==> config.mk <==
export PLATFORM = sky130hd
export DESIGN_NAME = noc_vc_switch_alloc_flat
export DESIGN_NICKNAME = d
export VERILOG_FILES = /design/src/rtl/noc_vc_switch_alloc_pkg.sv /design/src/rtl/noc_vc_switch_alloc_if.sv /design/src/rtl/noc_vc_switch_alloc_rr_arbiter_bank.sv /design/src/rtl/noc_vc_switch_alloc.sv /design/src/flat_wrapper.sv
export SDC_FILE = /design/constraint.sdc
export NUM_CORES = 2
export LEC_CHECK = 0
export BUFFER_PORTS_ARGS = -buffer_cell sky130_fd_sc_hd__buf_2
export CELL_PAD_IN_SITES_DETAIL_PLACEMENT = 1
export CELL_PAD_IN_SITES_GLOBAL_PLACEMENT = 1
export CORE_AREA = 2 2 391 393
export CTS_BUF_LIST = sky130_fd_sc_hd__clkbuf_4 sky130_fd_sc_hd__clkbuf_8 sky130_fd_sc_hd__clkbuf_16
export DETAILED_ROUTE_END_ITERATION = 8
export DIE_AREA = 0 0 393 395
export PLACE_DENSITY = 0.54
export SLEW_MARGIN = 20
export SYNTH_ARGS = -nofsm -noshare
export SYNTH_HDL_FRONTEND = slang
export SYNTH_SLANG_ARGS = --single-unit
==> constraint.sdc <==
create_clock -name clk -period 22.6 [get_ports clk]
set_input_delay 1.13 -clock clk [delete_from_list [all_inputs] [get_ports clk]]
set_output_delay 1.13 -clock clk [all_outputs]
set_load 0.02 [all_outputs]
==> src/rtl/noc_vc_switch_alloc_pkg.sv <==
// Shared definitions for the 5-port mesh switch allocator: port indices, one-hot
// route targets, default flit/hop geometry and the dimension-order routing mode.
package noc_vc_switch_alloc_pkg;

   localparam int NUM_PORTS  = 5;
   localparam int PORT_UP    = 0;
   localparam int PORT_DOWN  = 1;
   localparam int PORT_LEFT  = 2;
   localparam int PORT_RIGHT = 3;
   localparam int PORT_PE    = 4;

   localparam logic [NUM_PORTS-1:0] GOING_UP    = 5'b00001;
   localparam logic [NUM_PORTS-1:0] GOING_DOWN  = 5'b00010;
   localparam logic [NUM_PORTS-1:0] GOING_LEFT  = 5'b00100;
   localparam logic [NUM_PORTS-1:0] GOING_RIGHT = 5'b01000;
   localparam logic [NUM_PORTS-1:0] GOING_PE    = 5'b10000;

   localparam int DATA_W_DEF   = 64;
   localparam int HOP_X_LO_DEF = 52;
   localparam int HOP_Y_LO_DEF = 48;
   localparam int HOP_W_DEF    = 4;

   typedef enum logic {
      ROUTE_MODE_XY = 1'b0,
      ROUTE_MODE_YX = 1'b1
   } route_e;

endpackage

==> src/rtl/noc_vc_switch_alloc_if.sv <==
// Allocator-side bundle: flat per-VC input/output buffer status, run/phase control and
// the sticky U-turn error. Flat index f = port*NUM_VC + vc.
interface noc_vc_switch_alloc_if #(
   parameter int NUM_VC = 2,
   parameter int DATA_W = 64
);
   localparam int PH_W = (NUM_VC > 1) ? $clog2(NUM_VC) : 1;

   logic                       run;
   logic                       err_clear;
   logic [5*NUM_VC-1:0]        in_valid;
   logic [5*NUM_VC*DATA_W-1:0] in_data;
   logic [5*NUM_VC-1:0]        out_empty;
   logic [5*NUM_VC-1:0]        in_clear;
   logic [5*NUM_VC-1:0]        out_enable;
   logic [5*DATA_W-1:0]        out_data;
   logic [PH_W-1:0]            vc_phase;
   logic                       uturn_err;

   modport master (
      output run, err_clear, in_valid, in_data, out_empty,
      input  in_clear, out_enable, out_data, vc_phase, uturn_err
   );

   modport slave (
      input  run, err_clear, in_valid, in_data, out_empty,
      output in_clear, out_enable, out_data, vc_phase, uturn_err
   );

endinterface

==> src/rtl/noc_vc_switch_alloc_rr_arbiter_bank.sv <==
// 5-way round-robin arbiter with one pointer per VC bank; combinational grant,
// pointer moves to the winner only when a grant issues (ineligible output -> no grant).
module noc_vc_switch_alloc_rr_arbiter_bank
   import noc_vc_switch_alloc_pkg::*;
#(
   parameter int PH_W = 1
) (
   input  logic                 clk,
   input  logic                 reset_n,
   input  logic [NUM_PORTS-1:0] i_req,
   input  logic                 i_eligible,
   input  logic [PH_W-1:0]      i_bank,
   output logic [NUM_PORTS-1:0] o_gnt
);
   localparam int NB = 1 << PH_W;

   logic [2:0] r_ptr [NB];
   logic [2:0] w_gnt_idx;

   // Scan from lowest to highest priority so the closest requester after ptr wins last.
   always_comb begin
      int idx;
      idx       = 0;
      o_gnt     = '0;
      w_gnt_idx = r_ptr[i_bank];
      for (int k = NUM_PORTS; k >= 1; k--) begin
         idx = (int'(r_ptr[i_bank]) + k) % NUM_PORTS;
         if (i_eligible && i_req[idx]) begin
            o_gnt     = 5'b00001 << idx;
            w_gnt_idx = 3'(idx);
         end
      end
   end

   always_ff @(posedge clk or negedge reset_n) begin
      if (!reset_n) begin
         for (int b = 0; b < NB; b++) r_ptr[b] <= 3'(PORT_PE);
      end else if (|o_gnt) begin
         r_ptr[i_bank] <= w_gnt_idx;
      end
   end

endmodule

==> src/rtl/noc_vc_switch_alloc.sv <==
// Switch allocator for a 5-port mesh router, one VC per cycle: in_clear in the grant cycle,
// out_enable/out_data one cycle later; full or in-flight output VCs simply withhold grants.
module noc_vc_switch_alloc
   import noc_vc_switch_alloc_pkg::*;
#(
   parameter int DATA_W   = DATA_W_DEF,
   parameter int NUM_VC   = 2,
   parameter int HOP_X_LO = HOP_X_LO_DEF,
   parameter int HOP_Y_LO = HOP_Y_LO_DEF,
   parameter int HOP_W    = HOP_W_DEF,
   parameter bit ROUTE_YX = 1'b0
) (
   input logic                 clk,
   input logic                 reset_n,
   noc_vc_switch_alloc_if.slave bus
);
   localparam int     PH_W = (NUM_VC > 1) ? $clog2(NUM_VC) : 1;
   localparam int     NF   = NUM_PORTS * NUM_VC;
   localparam route_e MODE = ROUTE_YX ? ROUTE_MODE_YX : ROUTE_MODE_XY;

   logic [PH_W-1:0]             r_phase;
   logic [NF-1:0]               r_out_enable;
   logic [NUM_PORTS*DATA_W-1:0] r_out_data;
   logic                        r_uturn_err;

   int                          w_vc;
   logic [NUM_PORTS-1:0]        w_vld;
   logic [NUM_PORTS-1:0]        w_uturn;
   logic [NUM_PORTS-1:0]        w_elig;
   logic [NUM_PORTS-1:0]        w_tgt  [NUM_PORTS];
   logic [DATA_W-1:0]           w_flit [NUM_PORTS];
   logic [NUM_PORTS-1:0]        w_req  [NUM_PORTS];
   logic [NUM_PORTS-1:0]        w_gnt  [NUM_PORTS];
   logic [NF-1:0]               w_clear;
   logic [NF-1:0]               w_en_nxt;
   logic [NUM_PORTS*DATA_W-1:0] w_dat_nxt;

   assign w_vc = int'(r_phase);

   // Route decode of the active VC; w_flit carries the flit with its resolved hop stepped.
   always_comb begin
      logic signed [HOP_W-1:0] x;
      logic signed [HOP_W-1:0] y;
      logic                    use_x;
      logic                    use_y;
      x = '0;
      y = '0;
      use_x = 1'b0;
      use_y = 1'b0;
      for (int i = 0; i < NUM_PORTS; i++) begin
         w_flit[i] = bus.in_data[(i*NUM_VC + w_vc)*DATA_W +: DATA_W];
         w_vld[i]  = bus.run & bus.in_valid[i*NUM_VC + w_vc];
         x = signed'(w_flit[i][HOP_X_LO +: HOP_W]);
         y = signed'(w_flit[i][HOP_Y_LO +: HOP_W]);
         use_x = (x != 0) && ((MODE == ROUTE_MODE_XY) || (y == 0));
         use_y = !use_x && (y != 0);
         w_tgt[i] = GOING_PE;
         if (use_x) begin
            w_tgt[i] = (x < 0) ? GOING_LEFT : GOING_RIGHT;
            w_flit[i][HOP_X_LO +: HOP_W] = (x < 0) ? x + HOP_W'(1) : x - HOP_W'(1);
         end else if (use_y) begin
            w_tgt[i] = (y < 0) ? GOING_UP : GOING_DOWN;
            w_flit[i][HOP_Y_LO +: HOP_W] = (y < 0) ? y + HOP_W'(1) : y - HOP_W'(1);
         end
         w_uturn[i] = w_vld[i] && (i != PORT_PE) && w_tgt[i][i];
      end
      for (int p = 0; p < NUM_PORTS; p++) begin
         w_elig[p] = bus.out_empty[p*NUM_VC + w_vc] & ~r_out_enable[p*NUM_VC + w_vc];
         w_req[p]  = '0;
         for (int i = 0; i < NUM_PORTS; i++) begin
            w_req[p][i] = w_vld[i] & w_tgt[i][p] & ~w_uturn[i];
         end
      end
   end

   for (genvar p = 0; p < NUM_PORTS; p++) begin : g_arb
      noc_vc_switch_alloc_rr_arbiter_bank #(
         .PH_W (PH_W)
      ) u_arb (
         .clk        (clk),
         .reset_n    (reset_n),
         .i_req      (w_req[p]),
         .i_eligible (w_elig[p]),
         .i_bank     (r_phase),
         .o_gnt      (w_gnt[p])
      );
   end

   always_comb begin
      w_clear   = '0;
      w_en_nxt  = '0;
      w_dat_nxt = r_out_data;
      for (int i = 0; i < NUM_PORTS; i++) w_clear[i*NUM_VC + w_vc] = w_uturn[i];
      for (int p = 0; p < NUM_PORTS; p++) begin
         for (int i = 0; i < NUM_PORTS; i++) begin
            if (w_gnt[p][i]) begin
               w_clear[i*NUM_VC + w_vc]      = 1'b1;
               w_dat_nxt[p*DATA_W +: DATA_W] = w_flit[i];
            end
         end
         w_en_nxt[p*NUM_VC + w_vc] = |w_gnt[p];
      end
   end

   always_ff @(posedge clk or negedge reset_n) begin
      if (!reset_n) begin
         r_phase      <= '0;
         r_out_enable <= '0;
         r_out_data   <= '0;
         r_uturn_err  <= 1'b0;
      end else begin
         if (bus.run) r_phase <= (int'(r_phase) == NUM_VC-1) ? '0 : r_phase + 1'b1;
         r_out_enable <= w_en_nxt;
         r_out_data   <= w_dat_nxt;
         if (|w_uturn)          r_uturn_err <= 1'b1;
         else if (bus.err_clear) r_uturn_err <= 1'b0;
      end
   end

   assign bus.in_clear   = w_clear;
   assign bus.out_enable = r_out_enable;
   assign bus.out_data   = r_out_data;
   assign bus.vc_phase   = r_phase;
   assign bus.uturn_err  = r_uturn_err;

endmodule

==> src/flat_wrapper.sv <==
// flat-port wrapper written by rule: the top's interface ports become plain ports
module noc_vc_switch_alloc_flat import noc_vc_switch_alloc_pkg::*;
#(
   parameter int DATA_W   = DATA_W_DEF,
   parameter int NUM_VC   = 2,
   parameter int HOP_X_LO = HOP_X_LO_DEF,
   parameter int HOP_Y_LO = HOP_Y_LO_DEF,
   parameter int HOP_W    = HOP_W_DEF,
   parameter bit ROUTE_YX = 1'b0
)
  (clk, reset_n, bus_run, bus_err_clear, bus_in_valid, bus_in_data, bus_out_empty, bus_in_clear, bus_out_enable, bus_out_data, bus_vc_phase, bus_uturn_err);
  noc_vc_switch_alloc_if #(.NUM_VC(NUM_VC), .DATA_W(DATA_W)) bus_i ();
  input logic clk;
  input logic reset_n;
  input wire logic [$bits(bus_i.run)-1:0] bus_run;
  input wire logic [$bits(bus_i.err_clear)-1:0] bus_err_clear;
  input wire logic [$bits(bus_i.in_valid)-1:0] bus_in_valid;
  input wire logic [$bits(bus_i.in_data)-1:0] bus_in_data;
  input wire logic [$bits(bus_i.out_empty)-1:0] bus_out_empty;
  output wire logic [$bits(bus_i.in_clear)-1:0] bus_in_clear;
  output wire logic [$bits(bus_i.out_enable)-1:0] bus_out_enable;
  output wire logic [$bits(bus_i.out_data)-1:0] bus_out_data;
  output wire logic [$bits(bus_i.vc_phase)-1:0] bus_vc_phase;
  output wire logic [$bits(bus_i.uturn_err)-1:0] bus_uturn_err;
  assign bus_i.run = bus_run;
  assign bus_i.err_clear = bus_err_clear;
  assign bus_i.in_valid = bus_in_valid;
  assign bus_i.in_data = bus_in_data;
  assign bus_i.out_empty = bus_out_empty;
  assign bus_in_clear = bus_i.in_clear;
  assign bus_out_enable = bus_i.out_enable;
  assign bus_out_data = bus_i.out_data;
  assign bus_vc_phase = bus_i.vc_phase;
  assign bus_uturn_err = bus_i.uturn_err;
  noc_vc_switch_alloc #(.DATA_W(DATA_W), .NUM_VC(NUM_VC), .HOP_X_LO(HOP_X_LO), .HOP_Y_LO(HOP_Y_LO), .HOP_W(HOP_W), .ROUTE_YX(ROUTE_YX)) u_core (.clk(clk), .reset_n(reset_n), .bus(bus_i));
endmodule
==> impl_metrics.json <==
{
  "antenna_found_initial": 45,
  "slew_headroom_pct": 16.5,
  "worstMarginPinSlew_ns": 1.22,
  "cts_made_buffers": 50,
  "worstSetupPathType": "reg2out",
  "die_w_um": 393,
  "htree_levels": 2,
  "grt_pass1_wl_um": 372000,
  "wl_um": 274000,
  "synth_edf_count": 0,
  "yosys.area_share.simple_pct": 16.9,
  "ys_async_sr_fraction_pct": 100,
  "finalSetupViolCount": 0,
  "clockBufferDepth": 3,
  "avgSynthCellArea_um2": 8.27,
  "synth_top_family_by_area": "compound AO/OA/AOI/OAI gates",
  "drc": 0,
  "critPathBufInv": 4,
  "layoutNonFillerInstCount": 7641,
  "yosys.area_share.adder_pct": 6.80,
  "die_area_um2": 155000,
  "cts_tree": "done",
  "first_iter_violations": 4608,
  "via_per_inst": 5.95,
  "num_rows": 143,
  "cp.required_ns": 21.47,
  "synth_cells": 4714,
  "vias": 45500,
  "finalMaxSlewViolations": 0,
  "area_delta_synth_final_pct": 23.3,
  "drive_gt1_share_pct": 28.7,
  "period_needed_ns": 10.69,
  "cap_violations": 0,
  "hold_class": "in2async",
  "synthFlopType": "dfrtp_1",
  "clk_pin_slew_ns": 0.07,
  "crit_path_max_incr_delay_ns": 0.85,
  "cp_cell_sequence": "buf_4, mux2i_1, ha_1, inv_1, ha_1, nor3b_1, mux2i_1, nand2_1, xnor2_1, ha_1, nand2b_1, nand4_1, nand3_1, mux2_2, a221o_1, a211oi_2, o311a_2, nor2_4, buf_4, nor3_1, nor2_1, buf_2",
  "cp_num_cells": 22,
  "clock_skew_ns": 0.0369,
  "ant_nets": 0,
  "fin_crit_sh_pct": 47.3,
  "hold_viol_final": 0,
  "dp_cells": 7539,
  "track_usage_pct": 33.8,
  "endpoint_kind": "output port",
  "portBuffers": 1005,
  "synth_seq_cells": 362,
  "die_y_um": 395,
  "synthMuxAreaShare_pct": 17.5,
  "cp_max_fo": 30,
  "root_buffer": "clkbuf_16",
  "ctsHoldBuffers": 0,
  "cpMaxStageDelayCell": "o311a_2",
  "globalRouteOverflowTotal": 0,
  "fmax_mhz": 93.6,
  "syn_area_um2": 39000,
  "start_util_pct": 25.8,
  "drt_pass1_iterations": 7,
  "grt_max_degree": 132,
  "core_um2": 151000,
  "wire_per_inst_um": 35.8,
  "worst_setup_path_start_kind": "flip-flop",
  "cp.arrival_ns": 9.56,
  "yosysSeqAreaShare_pct": 23.3,
  "grt_setup_unrepaired": "no",
  "grt_pass1_vias": 45100,
  "synth-xor-area-share_pct": 1.54,
  "clk_latency_ns": 0.67,
  "finalWeightedCongestion": 0.968,
  "cts_setup_buffers": 0,
  "ff2ff_path_depth": 25,
  "final_util_pct": 31.8,
  "cp_common_cell": "ha_1",
  "hpwl_um": 213000,
  "outcome": "finished, final reports clean",
  "fillers": 18100,
  "synth_fp_nets": 5581,
  "cp_top_family": "compound AO/OA/AOI/OAI gates",
  "yosys_warnings": 0,
  "synth_cell_type_count": 116,
  "cts_resized": 0,
  "nets": 6428,
  "ios": 1006,
  "synth_compound_area_share_pct": 27.9,
  "setup_tns_ns": 0,
  "numClockSinks": 362
}
-- cells by family after synthesis --
| group | Yosys count |
|---|---|
| flip-flops | 362 |
| multiplexers | 643 |
| adder cells (fa/ha/maj) | 203 |
| AO/OA/AOI/OAI | 1493 |
| buffers and inverters | 579 |
| AND/OR/NAND/NOR | 1367 |
| XOR/XNOR | 67 |
-- cell usage in the layout (no fill, tap or decap), types with 26 or more instances in the layout --
cell       count
a31oi_1       61
o31ai_1       76
o21ai_0      203
o21a_1        56
a22o_1        26
a221oi_1      44
buf_4        113
a222oi_1      31
a211oi_1      36
a21oi_1      177
nand2b_1      49
mux2_2       247
nand2_1      464
nor3_1       105
nor2_1       331
buf_2       1004
a22oi_1       97
a211o_1       32
clkbuf_16     50
o211ai_1      62
ha_1         188
nor2b_1       29
dfrtp_1      351
a221o_1       38
xnor2_1       56
o221ai_1     146
and2_1        33
inv_1        237
mux2i_1      380
o22ai_1      114
nand3_1      113
or3_1         43
nor3b_1       29
o21ai_1       29
-- cell type report --
cell class                      count  area, um2  share of cell area (%)
Multi-Input combinational cell   3773      27800                    57.9
Inverter                          255        960                    1.99
Tap cell                         2030       2540                    5.28
Clock buffer                       73       1490                    3.10
Timing Repair Buffer             1119       5910                    12.3
Clock inverter                     19        274                   0.570
Sequential cell                   362       9070                    18.9
Antenna cell                       10       25.0                  0.0520
-- per-layer routing --
layer | up-vias | routed length [um] | GRT usage [%]
met3 | 438 | 28300 | 10.8
met4 | 24 | 13500 | 14.4
met5 | - | 159 | 0
li1 | 19600 | - | -
met2 | 2205 | 120000 | 52.3
met1 | 23200 | 111000 | 43.0
-- flip-flops by register name (all words and copies together) (netlist names) --
name / cells
u_core.bus.out_data: 320
u_core.g_arb.u_arb.r_ptr: 30
u_core.bus.out_enable: 10
u_core.bus.uturn_err: 1
u_core.bus.vc_phase: 1
-- path summary, 6_finish.rpt --
path | from | end | slack, ns
setup / recovery | u_core.bus.vc_phase$_DFFE_PN0P_ | bus_in_clear[6] | 11.91
hold / removal | reset_n | u_core.bus.out_data[307]$_DFFE_PN0N_ | 0.38
setup reg to reg | u_core.bus.vc_phase$_DFFE_PN0P_ | u_core.bus.out_data[228]$_DFFE_PN0N_ | 12.61
hold reg to reg | u_core.bus.out_data[18]$_DFFE_PN0N_ | u_core.bus.out_data[18]$_DFFE_PN0N_ | 0.48
max in group asynchronous | reset_n | u_core.bus.out_data[74]$_DFFE_PN0N_ | 19.03
min in group clk | u_core.bus.out_data[18]$_DFFE_PN0N_ | u_core.bus.out_data[18]$_DFFE_PN0N_ | 0.48
-- cells in the mapped netlist (31+ instances only) --
cell type  number  area [um2]
a21oi_1       179         896
o211ai_1       62         465
buf_2          84         420
o21ai_0       207        1040
nor2_1        331        1240
nand2b_1       49         307
nor3_1        105         526
o31ai_1        77         578
xnor2_1        56         490
and2_1         34         213
o21a_1         57         428
a31oi_1        63         394
buf_1          41         154
a221oi_1       47         412
mux2i_1       381        3810
nand3_1       114         571
nand2_1       465        1750
o22ai_1       114         713
ha_1          188        2350
or3_1          43         269
o221ai_1      146        1280
a222oi_1       31         310
a211o_1        33         289
clkbuf_1      179         672
dfrtp_1       352        8810
a221o_1        42         420
a22oi_1        97         728
inv_1         237         890
a211oi_1       37         278
mux2_2        247        2780
-- stage by stage --
step,area [um2],hold slack (ns),setup WS (ns)
2_1_floorplan,39000,0.447,14.40
3_3_place_gp,46300,0.459,12.82
3_5_place_dp,46300,0.464,12.64
4_1_cts,48100,0.394,11.94
5_1_grt,48100,0.418,11.30
6_report,48100,0.379,11.91
Power is left out: the tool's default activity adds up to more than one toggle a clock period on the data nets, which glitch-free logic cannot reach.
